===== config.mk =====
export PLATFORM = sky130hd
export DESIGN_NAME = conv_event_fifo
export DESIGN_NICKNAME = d
export VERILOG_FILES = /design/src/rtl/snn_interfaces_pkg.sv /design/src/rtl/event_fifo_mem.sv /design/src/rtl/conv_event_fifo.sv
export SDC_FILE = /design/constraint.sdc
export NUM_CORES = 1
export LEC_CHECK = 0
export BUFFER_PORTS_ARGS = -buffer_cell sky130_fd_sc_hd__buf_4
export CORE_UTILIZATION = 37
export DETAILED_ROUTE_END_ITERATION = 8
export GPL_ROUTABILITY_DRIVEN = 0
export PLACE_DENSITY_LB_ADDON = 0.08
export SLEW_MARGIN = 5
export SYNTH_ARGS = -nofsm -noshare
export SYNTH_HDL_FRONTEND = slang
export SYNTH_SLANG_ARGS = --single-unit

===== constraint.sdc =====
create_clock -name clk -period 9.2 [get_ports clk]
set_clock_uncertainty 0.15 [all_clocks]
set_input_delay 1.84 -clock clk [delete_from_list [all_inputs] [get_ports clk]]
set_output_delay 1.84 -clock clk [all_outputs]
set_load 0.02 [all_outputs]

===== src/rtl/snn_interfaces_pkg.sv =====
// Shared SNN event types plus event-FIFO defaults and helpers.
package snn_interfaces_pkg;

    localparam int TIMESTEP_BITS  = 8;
    localparam int COORD_BITS     = 8;
    localparam int SPIKE_CHANNELS = 2;

    typedef struct packed {
        logic [TIMESTEP_BITS-1:0]  timestep;
        logic [COORD_BITS-1:0]     x;
        logic [COORD_BITS-1:0]     y;
        logic [SPIKE_CHANNELS-1:0] spikes;
    } output_vector_t;

    localparam int EVENT_FIFO_DEPTH_DEFAULT = 16;

    // An event that carries no spikes does no work downstream.
    function automatic logic is_empty_event(input output_vector_t ev);
        return ev.spikes == '0;
    endfunction

endpackage


===== src/rtl/event_fifo_mem.sv =====
// Simple dual-port event storage: one write port, one registered write-first read port.
module event_fifo_mem
    import snn_interfaces_pkg::*;
#(
    parameter int DEPTH     = EVENT_FIFO_DEPTH_DEFAULT,
    parameter int ADDR_BITS = $clog2(DEPTH)
) (
    input  logic                 clk,
    input  logic                 wr_en,
    input  logic [ADDR_BITS-1:0] wr_addr,
    input  output_vector_t       wr_data,
    input  logic                 rd_en,
    input  logic [ADDR_BITS-1:0] rd_addr,
    output output_vector_t       rd_data
);

    output_vector_t mem [DEPTH];

    // NOTE: storage and its read register carry no reset so they map onto RAM primitives;
    // validity is tracked entirely by the pointers in the parent.
    always_ff @(posedge clk) begin
        if (wr_en) begin
            mem[wr_addr] <= wr_data;
        end
    end

    // Write-first: a read of the slot being written returns the new word.
    always_ff @(posedge clk) begin
        if (rd_en) begin
            rd_data <= (wr_en && (wr_addr == rd_addr)) ? wr_data : mem[rd_addr];
        end
    end

endmodule


===== src/rtl/conv_event_fifo.sv =====
// Event FIFO feeding Convolution2d: drops empty events, flags timestep changes.
// Optional statistics outputs enabled by defining CONV_EVENT_FIFO_STATS_EN.
module conv_event_fifo
    import snn_interfaces_pkg::*;
#(
    parameter int IN_CHANNELS = 2,
    parameter int DEPTH       = EVENT_FIFO_DEPTH_DEFAULT,
    parameter int ADDR_BITS   = $clog2(DEPTH)
) (
    input  logic                 clk,
    input  logic                 rst_n,
    input  logic                 in_valid,
    output logic                 in_ready,
    input  output_vector_t       in_event,
    output logic                 out_valid,
    input  logic                 out_ready,
    output output_vector_t       out_event,
    output logic                 out_ts_new,
    output logic [ADDR_BITS:0]   count,
    output logic                 empty,
    output logic                 full
`ifdef CONV_EVENT_FIFO_STATS_EN
    ,
    output logic [31:0]          stat_accepted,
    output logic [31:0]          stat_dropped,
    output logic [ADDR_BITS:0]   stat_max_count
`endif
);

    if (IN_CHANNELS != SPIKE_CHANNELS || DEPTH < 2 || (DEPTH & (DEPTH - 1)) != 0) begin : g_param_check
        $error("conv_event_fifo: IN_CHANNELS must match the event mask and DEPTH must be a power of 2 >= 2");
    end

    localparam logic [ADDR_BITS:0] PTR_ONE    = (ADDR_BITS + 1)'(1);
    localparam logic [ADDR_BITS:0] FULL_COUNT = (ADDR_BITS + 1)'(DEPTH);

    logic [ADDR_BITS:0]       wr_ptr;
    logic [ADDR_BITS:0]       rd_ptr;
    logic [ADDR_BITS:0]       rd_ptr_next;
    logic [TIMESTEP_BITS-1:0] last_ts;
    logic                     last_ts_valid;
    logic                     accept;
    logic                     push;
    logic                     pop;
    logic                     rd_en;

    // Extra pointer MSB separates full from empty; the difference is the occupancy.
    assign count     = wr_ptr - rd_ptr;
    assign empty     = (count == '0);
    assign full      = (count == FULL_COUNT);
    assign in_ready  = !full;
    assign out_valid = !empty;

    assign accept      = in_valid && in_ready;
    assign push        = accept && !is_empty_event(in_event);
    assign pop         = out_valid && out_ready;
    assign rd_ptr_next = pop ? rd_ptr + PTR_ONE : rd_ptr;

    // Reload the head register whenever the next head differs from the current one,
    // but leave it untouched when the FIFO drains so out_event holds its last value.
    assign rd_en = (pop && ((count != PTR_ONE) || push)) || (push && empty);

    assign out_ts_new = out_valid && (!last_ts_valid || (out_event.timestep != last_ts));

    event_fifo_mem #(
        .DEPTH     (DEPTH),
        .ADDR_BITS (ADDR_BITS)
    ) u_mem (
        .clk     (clk),
        .wr_en   (push),
        .wr_addr (wr_ptr[ADDR_BITS-1:0]),
        .wr_data (in_event),
        .rd_en   (rd_en),
        .rd_addr (rd_ptr_next[ADDR_BITS-1:0]),
        .rd_data (out_event)
    );

    // NOTE: all state updates use non-blocking assignments so every register
    // samples the pre-edge values regardless of statement order.
    always_ff @(posedge clk or negedge rst_n) begin
        if (!rst_n) begin
            wr_ptr        <= '0;
            rd_ptr        <= '0;
            last_ts       <= '0;
            last_ts_valid <= 1'b0;
        end else begin
            if (push) begin
                wr_ptr <= wr_ptr + PTR_ONE;
            end
            if (pop) begin
                rd_ptr        <= rd_ptr_next;
                last_ts       <= out_event.timestep;
                last_ts_valid <= 1'b1;
            end
        end
    end

`ifdef CONV_EVENT_FIFO_STATS_EN
    always_ff @(posedge clk or negedge rst_n) begin
        if (!rst_n) begin
            stat_accepted  <= '0;
            stat_dropped   <= '0;
            stat_max_count <= '0;
        end else begin
            if (push && (stat_accepted != '1)) begin
                stat_accepted <= stat_accepted + 32'd1;
            end
            if (accept && is_empty_event(in_event) && (stat_dropped != '1)) begin
                stat_dropped <= stat_dropped + 32'd1;
            end
            if (count > stat_max_count) begin
                stat_max_count <= count;
            end
        end
    end
`endif

endmodule


==> impl_results.md <==
- Maximum VDD drop: 0.240 mV
- Startpoint types: flop
- RSZ-0062 raised after global routing: no
- RR Startpoint: rd_ptr[0]
- First-pass GRT wire length: 78100 µm
- TritonRoute pass-1 iters: 5
- Post-synth top flop: edfxtp_1
- Crit path launch: rd_ptr[0]
- Grt total ovfl: 0
- Core Region: 55200 µm²
- Critical Path RT: 9.35 ns
- H-tree depth: 2
- Die X: 238 µm
- Final nets: 1412
- Total CTS buffers: 51
- Initial antenna violation count: 0
- Share of flip-flops with an asynchronous set or reset: 4.12%
- Max_slew headroom: 25.0%
- Post-synth EDFFs: 442
- Final setup fails: 0
- Die Area: 56900 µm²
- DRC violations left: 0
- Setup ws final: 3.40 ns
- Fmax: 172 MHz
- Avg WL per Cell: 24.1 µm
- Cells after DPL: 2067
- Status: finished clean
- Minimum clock period: 5.80 ns
- Post-synth cell types: 53
- Reg clk slew, reported paths: 0.06 ns
- TritonCTS clock tree: built
- Fraction of layout cells with a size suffix above 1: 23.5%
- PD cells: 364 nW/µm²
- Worst min-delay path category: reg2reg
- Syn_nets: 1367
- Post-Layout Cell Count: 2157
- Ports: 66
- Post-CTS Setup Bufs: 0
- Most frequent cells in the layout: edfxtp_1, a211oi_1, buf_4
- Tightest Pin Transition: 1.12 ns
- Fin. max-slew vios: 0
- Starting Density: 37.5%
- Worst hold slack: 0.318 ns
- Syn Inst Count: 1327
- Fillers: 4944
- Vias: 11.8k
- FF+latch area: 13800 µm²
- First DRT Iteration DRCs: 689
- Area occupied by multi-input gates: 6470 µm²
- Worst-case reg-to-reg path depth: 13
- FF+latch count, synth: 461
- Post-CTS Hold Buffers: 0
- Post-Route WL: 52000 µm
- Area Growth Syn to Fin: 14.2%
- Flop2flop setup slack: 3.40 ns
- Overall power: 8.60 mW
- Clk_lat worst skew: 0.59 ns
- Clk sinks: 461
- Vias in the first global route: 12.0k
- Critical path peak fanout: 54
- Port-buffer cells: 65
- Worst EP arrival: 5.95 ns
- Synth Warn #: 0
- Hold path depth: 1
- Detail Placement HPWL: 29800 µm
- Post-route ant nets: 0
- Reg2reg end: u_mem.rd_data[13]
- Max-Cap Viols: 0
- Via density: 5.48
- Lkg Pwr: 7.64 nW
- Synthesized area: 20700 µm²
- Worst setup endpoint: u_mem.rd_data[13]
- Clock root cell: clkbuf_16
- Fin. Hold Viols: 0
- Overall Global Routing Usage: 18.6%
- Bufs on Longest Clock Path: 3
- Pre-CTS setup slack: 3.38 ns
- Most common cell after layout, fill and taps aside: edfxtp_1
- Seq/Total Area, Yosys: 66.5%
- Period utilization: 63.1%
- Floorplan row count: 86
- Die Y: 238 µm
- Mean Syn Cell Area: 15.6 µm²
- Pin count of the biggest net entering global routing: 143
- TNS Setup: 0 ns
- CP Capture Type: flop
- Antenna Cells: 0
- Post-CTS Resized: 0
- Kind of critical path: reg2reg
## cells in the mapped netlist (all sizes together), types with 2 or more instances
| master | count | area, µm² |
|---|---|---|
| a211oi | 101 | 758 |
| a21oi | 31 | 178 |
| a22oi | 3 | 22.5 |
| a31oi | 2 | 12.5 |
| a41oi | 3 | 26.3 |
| buf | 33 | 166 |
| clkbuf | 65 | 244 |
| dfrtp | 19 | 475 |
| edfxtp | 442 | 13300 |
| ha | 9 | 113 |
| inv | 66 | 248 |
| mux2 | 86 | 968 |
| mux2i | 59 | 591 |
| mux4 | 55 | 1240 |
| nand2 | 16 | 60.1 |
| nand2b | 4 | 25.0 |
| nand3 | 29 | 150 |
| nand4 | 4 | 25.0 |
| nor2 | 21 | 78.8 |
| nor2b | 50 | 313 |
| nor3 | 5 | 25.0 |
| o211ai | 51 | 383 |
| o21ai | 57 | 285 |
| o22ai | 25 | 156 |
| o32ai | 25 | 219 |
| o41ai | 25 | 219 |
| or2 | 3 | 18.8 |
| xnor2 | 15 | 154 |
| xnor3 | 2 | 45.0 |
| xor2 | 6 | 52.6 |
## metal layers
metal	part of all wire (%)	wire length, µm	global-route usage, %
met5	0	0	0
met4	2.1	1080	5.73
met3	3.6	1890	2.52
met2	48	25100	30.6
met1	46	24000	25.7
## worst min path at each step
stage	start	endpoint
floorplan	last_ts_valid	last_ts_valid
global placement	last_ts_valid	last_ts_valid
detailed placement	last_ts_valid	last_ts_valid
CTS	last_ts_valid	last_ts_valid
global route	last_ts_valid	last_ts_valid
finish	last_ts_valid	last_ts_valid
## flip-flops by register name, summed over array words and instances (netlist names)
register	cells
last_ts	8
last_ts_valid	1
rd_ptr	5
u_mem.mem	416
u_mem.rd_data	26
wr_ptr	5
## critical path, stage by stage, from the launching register on
cell      delay [ns]
dfrtp_4         0.91
ha_1            0.28
inv_1           0.05
fa_1            0.39
xor2_1          0.19
nor2_1          0.29
o211ai_1        0.28
o311ai_4        0.34
buf_4           0.49
or2_4           0.73
buf_4           0.63
mux2_2          0.41
o22ai_1         0.16
o41ai_1         0.12
## cells by family (layout without fill, tap and decap cells)
kind of cell | count (synthesis) | count (layout) | share of synthesized area, %
mux | 200 | 200 | 13.5
simple gates | 138 | 138 | 3.57
buf+inv | 164 | 246 | 3.18
compound gates | 331 | 331 | 11.4
fa+ha+maj | 10 | 10 | 0.641
flops | 461 | 461 | 66.5
xor+xnor | 23 | 23 | 1.22
## final cells by class
cell class	instances	area share, %
repair buffers	90	2.91
clock inverters	26	0.832
inverters	66	1.05
clock buffers	64	5.61
flip-flops and latches	461	58.2
multi-input cells	702	27.4
well taps	748	3.96
## through the flow
stage          instance area [µm²]  util, %
3_3_place_gp                 22100     40.0
5_1_grt                      23600     42.8
2_1_floorplan                20700        -
4_1_cts                      23600     42.8
3_5_place_dp                 22100     40.0
6_report                     23600     42.8
## power by group
group	switching (mW)	internal, mW	total [mW]
Clock	0.802	1.10	1.90
Sequential	0.235	2.65	2.88
Combinational	2.27	1.55	3.82
Total	3.30	5.30	8.60
Power figures use the tool's default switching activity.
